### config.mk
export PLATFORM = sky130hd
export DESIGN_NAME = delay_3_flat
export DESIGN_NICKNAME = d
export VERILOG_FILES = /design/src/rtl/delay_pkg.sv /design/src/rtl/delay_3_if.sv /design/src/rtl/delay_stage.sv /design/src/rtl/delay_3.sv /design/src/flat_wrapper.sv
export SDC_FILE = /design/constraint.sdc
export NUM_CORES = 1
export LEC_CHECK = 0
export CAP_MARGIN = 20
export CORE_MARGIN = 2
export CORE_UTILIZATION = 45
export DETAILED_ROUTE_END_ITERATION = 8
export PLACE_DENSITY = 0.85
export SYNTH_ARGS = -nofsm -noshare
export SYNTH_HDL_FRONTEND = slang
export SYNTH_HIERARCHICAL = 1
export SYNTH_SLANG_ARGS = --single-unit
### constraint.sdc
create_clock -name clk_i -period 1.58 [get_ports clk_i]
set_clock_uncertainty 0.15 [all_clocks]
set_input_delay 0.237 -clock clk_i [delete_from_list [all_inputs] [get_ports clk_i]]
set_output_delay 0.237 -clock clk_i [all_outputs]
set_load 0.01 [all_outputs]
### src/rtl/delay_pkg.sv
// Shared constants and the packed tuple word for the delay_3 pipeline.
package delay_pkg;
  localparam int DELAY_W1    = 4;
  localparam int DELAY_W2    = 4;
  localparam int DELAY_DEPTH = 3;

  typedef logic [DELAY_W1+DELAY_W2-1:0] delay_word_t;
endpackage

### src/rtl/delay_3_if.sv
// Tuple bus: two input fields in, packed delayed word out.
interface delay_3_if
  import delay_pkg::*;
#(
  parameter int W1 = DELAY_W1,
  parameter int W2 = DELAY_W2
);
  logic [W1-1:0]    input1_i;
  logic [W2-1:0]    input2_i;
  logic [W1+W2-1:0] output__;

  modport master (output input1_i, output input2_i, input  output__);
  modport slave  (input  input1_i, input  input2_i, output output__);
endinterface

### src/rtl/delay_stage.sv
// One W-bit pipeline register with asynchronous active-high clear.
module delay_stage #(
  parameter int W = 8
) (
  input  logic         clk_i,
  input  logic         rst_i,
  input  logic [W-1:0] d,
  output logic [W-1:0] q
);
  always_ff @(posedge clk_i or posedge rst_i) begin
    if (rst_i) q <= '0;
    else       q <= d;
  end
endmodule

### src/rtl/delay_3.sv
// Fixed-latency tuple pipeline: {input1, input2} appears on output__ DEPTH edges later.
module delay_3
  import delay_pkg::*;
#(
  parameter int W1    = DELAY_W1,
  parameter int W2    = DELAY_W2,
  parameter int DEPTH = DELAY_DEPTH
) (
  input logic       clk_i,
  input logic       rst_i,
  delay_3_if.slave  bus
);
  localparam int W = W1 + W2;

  // tap[0] is the packed input word; tap[k] is the output of register k-1.
  logic [DEPTH:0][W-1:0] tap;

  assign tap[0] = {bus.input1_i, bus.input2_i};

  for (genvar k = 0; k < DEPTH; k++) begin : g_stage
    delay_stage #(.W(W)) u_stage (
      .clk_i (clk_i),
      .rst_i (rst_i),
      .d     (tap[k]),
      .q     (tap[k+1])
    );
  end

  assign bus.output__ = tap[DEPTH];
endmodule

### src/flat_wrapper.sv
// flat-port wrapper written by rule: the top's interface ports become plain ports
module delay_3_flat import delay_pkg::*;
#(
  parameter int W1    = DELAY_W1,
  parameter int W2    = DELAY_W2,
  parameter int DEPTH = DELAY_DEPTH
)
  (clk_i, rst_i, bus_input1_i, bus_input2_i, bus_output__);
  delay_3_if #(.W1(W1), .W2(W2)) bus_i ();
  input logic clk_i;
  input logic rst_i;
  input wire logic [$bits(bus_i.input1_i)-1:0] bus_input1_i;
  input wire logic [$bits(bus_i.input2_i)-1:0] bus_input2_i;
  output wire logic [$bits(bus_i.output__)-1:0] bus_output__;
  assign bus_i.input1_i = bus_input1_i;
  assign bus_i.input2_i = bus_input2_i;
  assign bus_output__ = bus_i.output__;
  delay_3 #(.W1(W1), .W2(W2), .DEPTH(DEPTH)) u_core (.clk_i(clk_i), .rst_i(rst_i), .bus(bus_i));
endmodule
-- Word level (Yosys, flattened, before mapping)
Cells that the tools add are included.
- input port bits: 10
- output and inout port bits: 8
- register bits after elaboration: 24
- word-level logic and storage cells: 3

-- Longest topological paths before layout
- word-level depth: 0
- depth in mapped cells: 1
- depth with buffers taken out: 1

-- Modules after synthesis
Netlist, hierarchy kept.
- modules (own cells, without submodules) (module ; instances ; cells each ; area each (um2) ; sequential area each (um2)):
    delay_stage ; 3 ; 9 ; 203.9 ; 200.2

-- Worst setup path before layout
Ideal clock, no wire load.
- path kind: reg-to-output
- start: reg u_core.g_stage[2].u_stage.q[0]
- end: out bus_output__[0]
- cell stages (with the launch flop): 1
- setup slack: 0.817 ns
- data required time: 1.193 ns
- buffers on the path: 0
- arrival: 0.376 ns
- path through: dfrtp_1
- RTL lines (element ; RTL line ; RTL):
    from (decl) ; delay_stage.sv:8 ; output logic [W-1:0] q
    from (signal assigned) ; delay_stage.sv:11 ; if (rst_i) q <= '0;
    from (signal assigned) ; delay_stage.sv:12 ; else q <= d;
    to (decl) ; flat_wrapper.sv:14 ; output wire logic [$bits(bus_i.output__)-1:0] bus_output__;
No word-level cell between the ends.

-- Final worst setup path
- start: reg u_core.g_stage[2].u_stage.q[2]
- end: out bus_output__[2]
No word-level cell between the ends.

==> impl_metrics.tcl <==
set metrics [dict create \
    grt_pass1_wl_um 959 \
    cts_root_buf "clkbuf_4" \
    switching_share 0.1692 \
    critPathMaxFanout 1 \
    start_kind "flip-flop" \
    fmax_mhz 744.7 \
    ys_seq_elements 24 \
    avgRoutedWirePerCell_um 9.984 \
    area_growth_pct 41.51 \
    yosysWarnings 6 \
    cp_top_family "flip-flops" \
    postPlaceCellArea_sq_um 800.8 \
    drtPass1Iterations 2 \
    gp_congestion 0.6540 \
    rsz0062_at_grt "false" \
    clk_pin_slew_ns 0.11 \
    synth_top_cell_by_area "dfrtp_1" \
    diodes 0 \
    final_util 0.6738 \
    synth_most_common_cell "dfrtp_1" \
    dp_hpwl_um 427.1 \
    max_stage_delay_ns 0.38 \
    crit_buf_inv 1 \
    clock_path_buffers 2 \
    p_int_w 0.0009335 \
    viasPerCell 4.016 \
    setup_viol 0 \
    placed_cells 59 \
    p_seq_frac 0.580 \
    reg2reg_slack_ns 0.93 \
    cts_tree "yes" \
    crit_arrival_ns 0.96 \
    pwr-share-clk 0.371 \
    die_area_sq_um 1671 \
    maxSlewHeadroom 0.8048 \
    p_leak_nw 0.4476 \
    drive_gt1_frac 0.08333 \
    remaining_drc_errors 0 \
    tns_ns 0 \
    synth_common_cells "dfrtp_1, inv_1" \
    largest_register "u_core/g_stage.u_stage/q" \
    netlist.area_leader.share 0.9816 \
    port-buffer-count 17 \
    place_ws_ns 0.3519 \
    reg_top3 "u_core/g_stage.u_stage/q x24" \
    fin_cells 63 \
    num_vias 253 \
    synth_top_family_by_area "buffers and inverters" \
    coreArea_sq_um 1285 \
    combinationalPowerShare 0.049 \
    required_ns 1.19 \
    totalWireLength_um 629 \
    critical_path.slowest_cell "dfrtp_1" \
    p_sw_w 0.0001901 \
    clock_latency_ns 0.30 \
    nMultiInputCombCells 0 \
    n_fill_cell 76 \
    synthMuxAreaShare 0 \
    synth_edf_count 0 \
    grt_max_degree 15 \
    grt_use_total 0.1024 \
    synth_simple_gate_area_frac 0 \
    syn-num-nets 37 \
    ant_nets 0 \
    crit_type "reg2out" \
    fin_crit_ns 1.343 \
    synth_area_sq_um 611.8 \
    synth-async-reset-ratio 1.000 \
    initial_core_util 0.4761 \
    die_y_um 40.88 \
    cap_viol_max_count 0 \
    crit_chain "dlygate4sd2_1" \
    multi_input_comb_area_sq_um 0 \
    dominantRegCellSynth "dfrtp_1" \
    finalHoldViolCount 0 \
    gr-total-overflow 0 \
    worst_slack_ns 0.2372 \
    regArea_sq_um 600.6 \
    endpoint_kind "output pin" \
    final_area_sq_um 865.8 \
    synth_compound_area_frac 0 \
    yosysUniqueCellTypes 2 \
    ir_drop_uv 701.2 \
    antenna_found_initial 0 \
    cts_max_level 1 \
    syn_inst 27 \
    core.rowCount 13 \
    period_share 0.8499 \
    drv_slew 0 \
    die_x_um 40.88 \
    synth_area_leaders "dfrtp_1, inv_1" \
    largest_reg_flops 24 \
    cts_sinks 24 \
    worst_slew_pin_slew_ns 0.2925 \
    yosys.area_share.xor_xnor 0 \
    nets 59 \
    avgSynthCellArea_sq_um 22.66 \
    tritoncts.num_buffers 3 \
    hp-class "in2async" \
    grt_pass1_vias 228 \
    ios 18 \
    drt_iter0_drc 3 \
    yosysSeqAreaShare 0.9816 \
    status "finished clean" \
    pwr_density_cell_nw_per_um2 1298 \
    synth_fa_ha_area_frac 0 \
]
-- per-layer routing --
metal  part of all wire  vias to the layer above  global-route usage
li1                   -                      120                   -
met1               0.37                      115              0.1128
met2               0.50                       18              0.1523
met3               0.13                        0             0.03261
met4                  0                        0              0.1000
met5                  0                        -                   0
-- cells by family (layout without fill, tap and decap cells) --
kind of cell	count (synthesis)	count (layout)
DFF	24	24
buffers and inverters	3	24
-- cell type report --
| cell class | instances | area share |
|---|---|---|
| Clock buffer | 3 | 0.02601 |
| Timing Repair Buffer | 17 | 0.2110 |
| Inverter | 3 | 0.01301 |
| Sequential cell | 24 | 0.6936 |
| Clock inverter | 1 | 0.03468 |
| Tap cell | 15 | 0.02168 |
-- what timing repair did --
item                                    in CTS  in global routing
gates resized for setup                      2                  6
endpoints found under the setup margin       2                  6
setup buffers                                0                  0
gates cloned                                 0                  0
hold buffers                                 0                  0
hold endpoints to repair                     0                  0
-- placed cells by master, fill, tap and decap left out --
cell type	count
bufinv_16	1
clkbuf_4	3
clkdlybuf4s50_1	9
dfrtp_1	24
dlygate4sd2_1	2
dlymetal6s2s_1	6
inv_1	3
-- per-stage QoR --
step / power (W) / hold WS (ns)
2_1_floorplan: 0.0006780 / -0.09734
3_3_place_gp: 0.0007213 / 0.1833
3_5_place_dp: 0.0007247 / 0.1847
4_1_cts: 0.001145 / 0.05894
5_1_grt: 0.001181 / 0.06582
6_report: 0.001124 / 0.07292
-- power groups by stage --
stage,sequential (W),clock [W],combinational [W]
floorplan,0.000668,0,0.00000959
global placement,0.000662,0,0.0000588
detailed placement,0.000665,0,0.0000602
CTS,0.000652,0.000434,0.0000585
global route,0.000655,0.000464,0.0000622
finish,0.000652,0.000417,0.0000552
-- worst paths after layout --
kind	start	endpoint	cells past startpoint
worst min register to register	u_core/g_stage[1].u_stage/q[2]	u_core/g_stage[2].u_stage/q[2]	0
worst max-delay path	u_core/g_stage[2].u_stage/q[2]	bus_output__[2]	1
max in group asynchronous	rst_i	u_core/g_stage[1].u_stage/q[5]	2
worst min-delay path	rst_i	u_core/g_stage[0].u_stage/q[0]	2
worst max register to register	u_core/g_stage[0].u_stage/q[4]	u_core/g_stage[1].u_stage/q[4]	0
min in group clk_i	bus_input2_i[0]	u_core/g_stage[0].u_stage/q[0]	1
No activity file was read; power rests on OpenSTA's default activity.
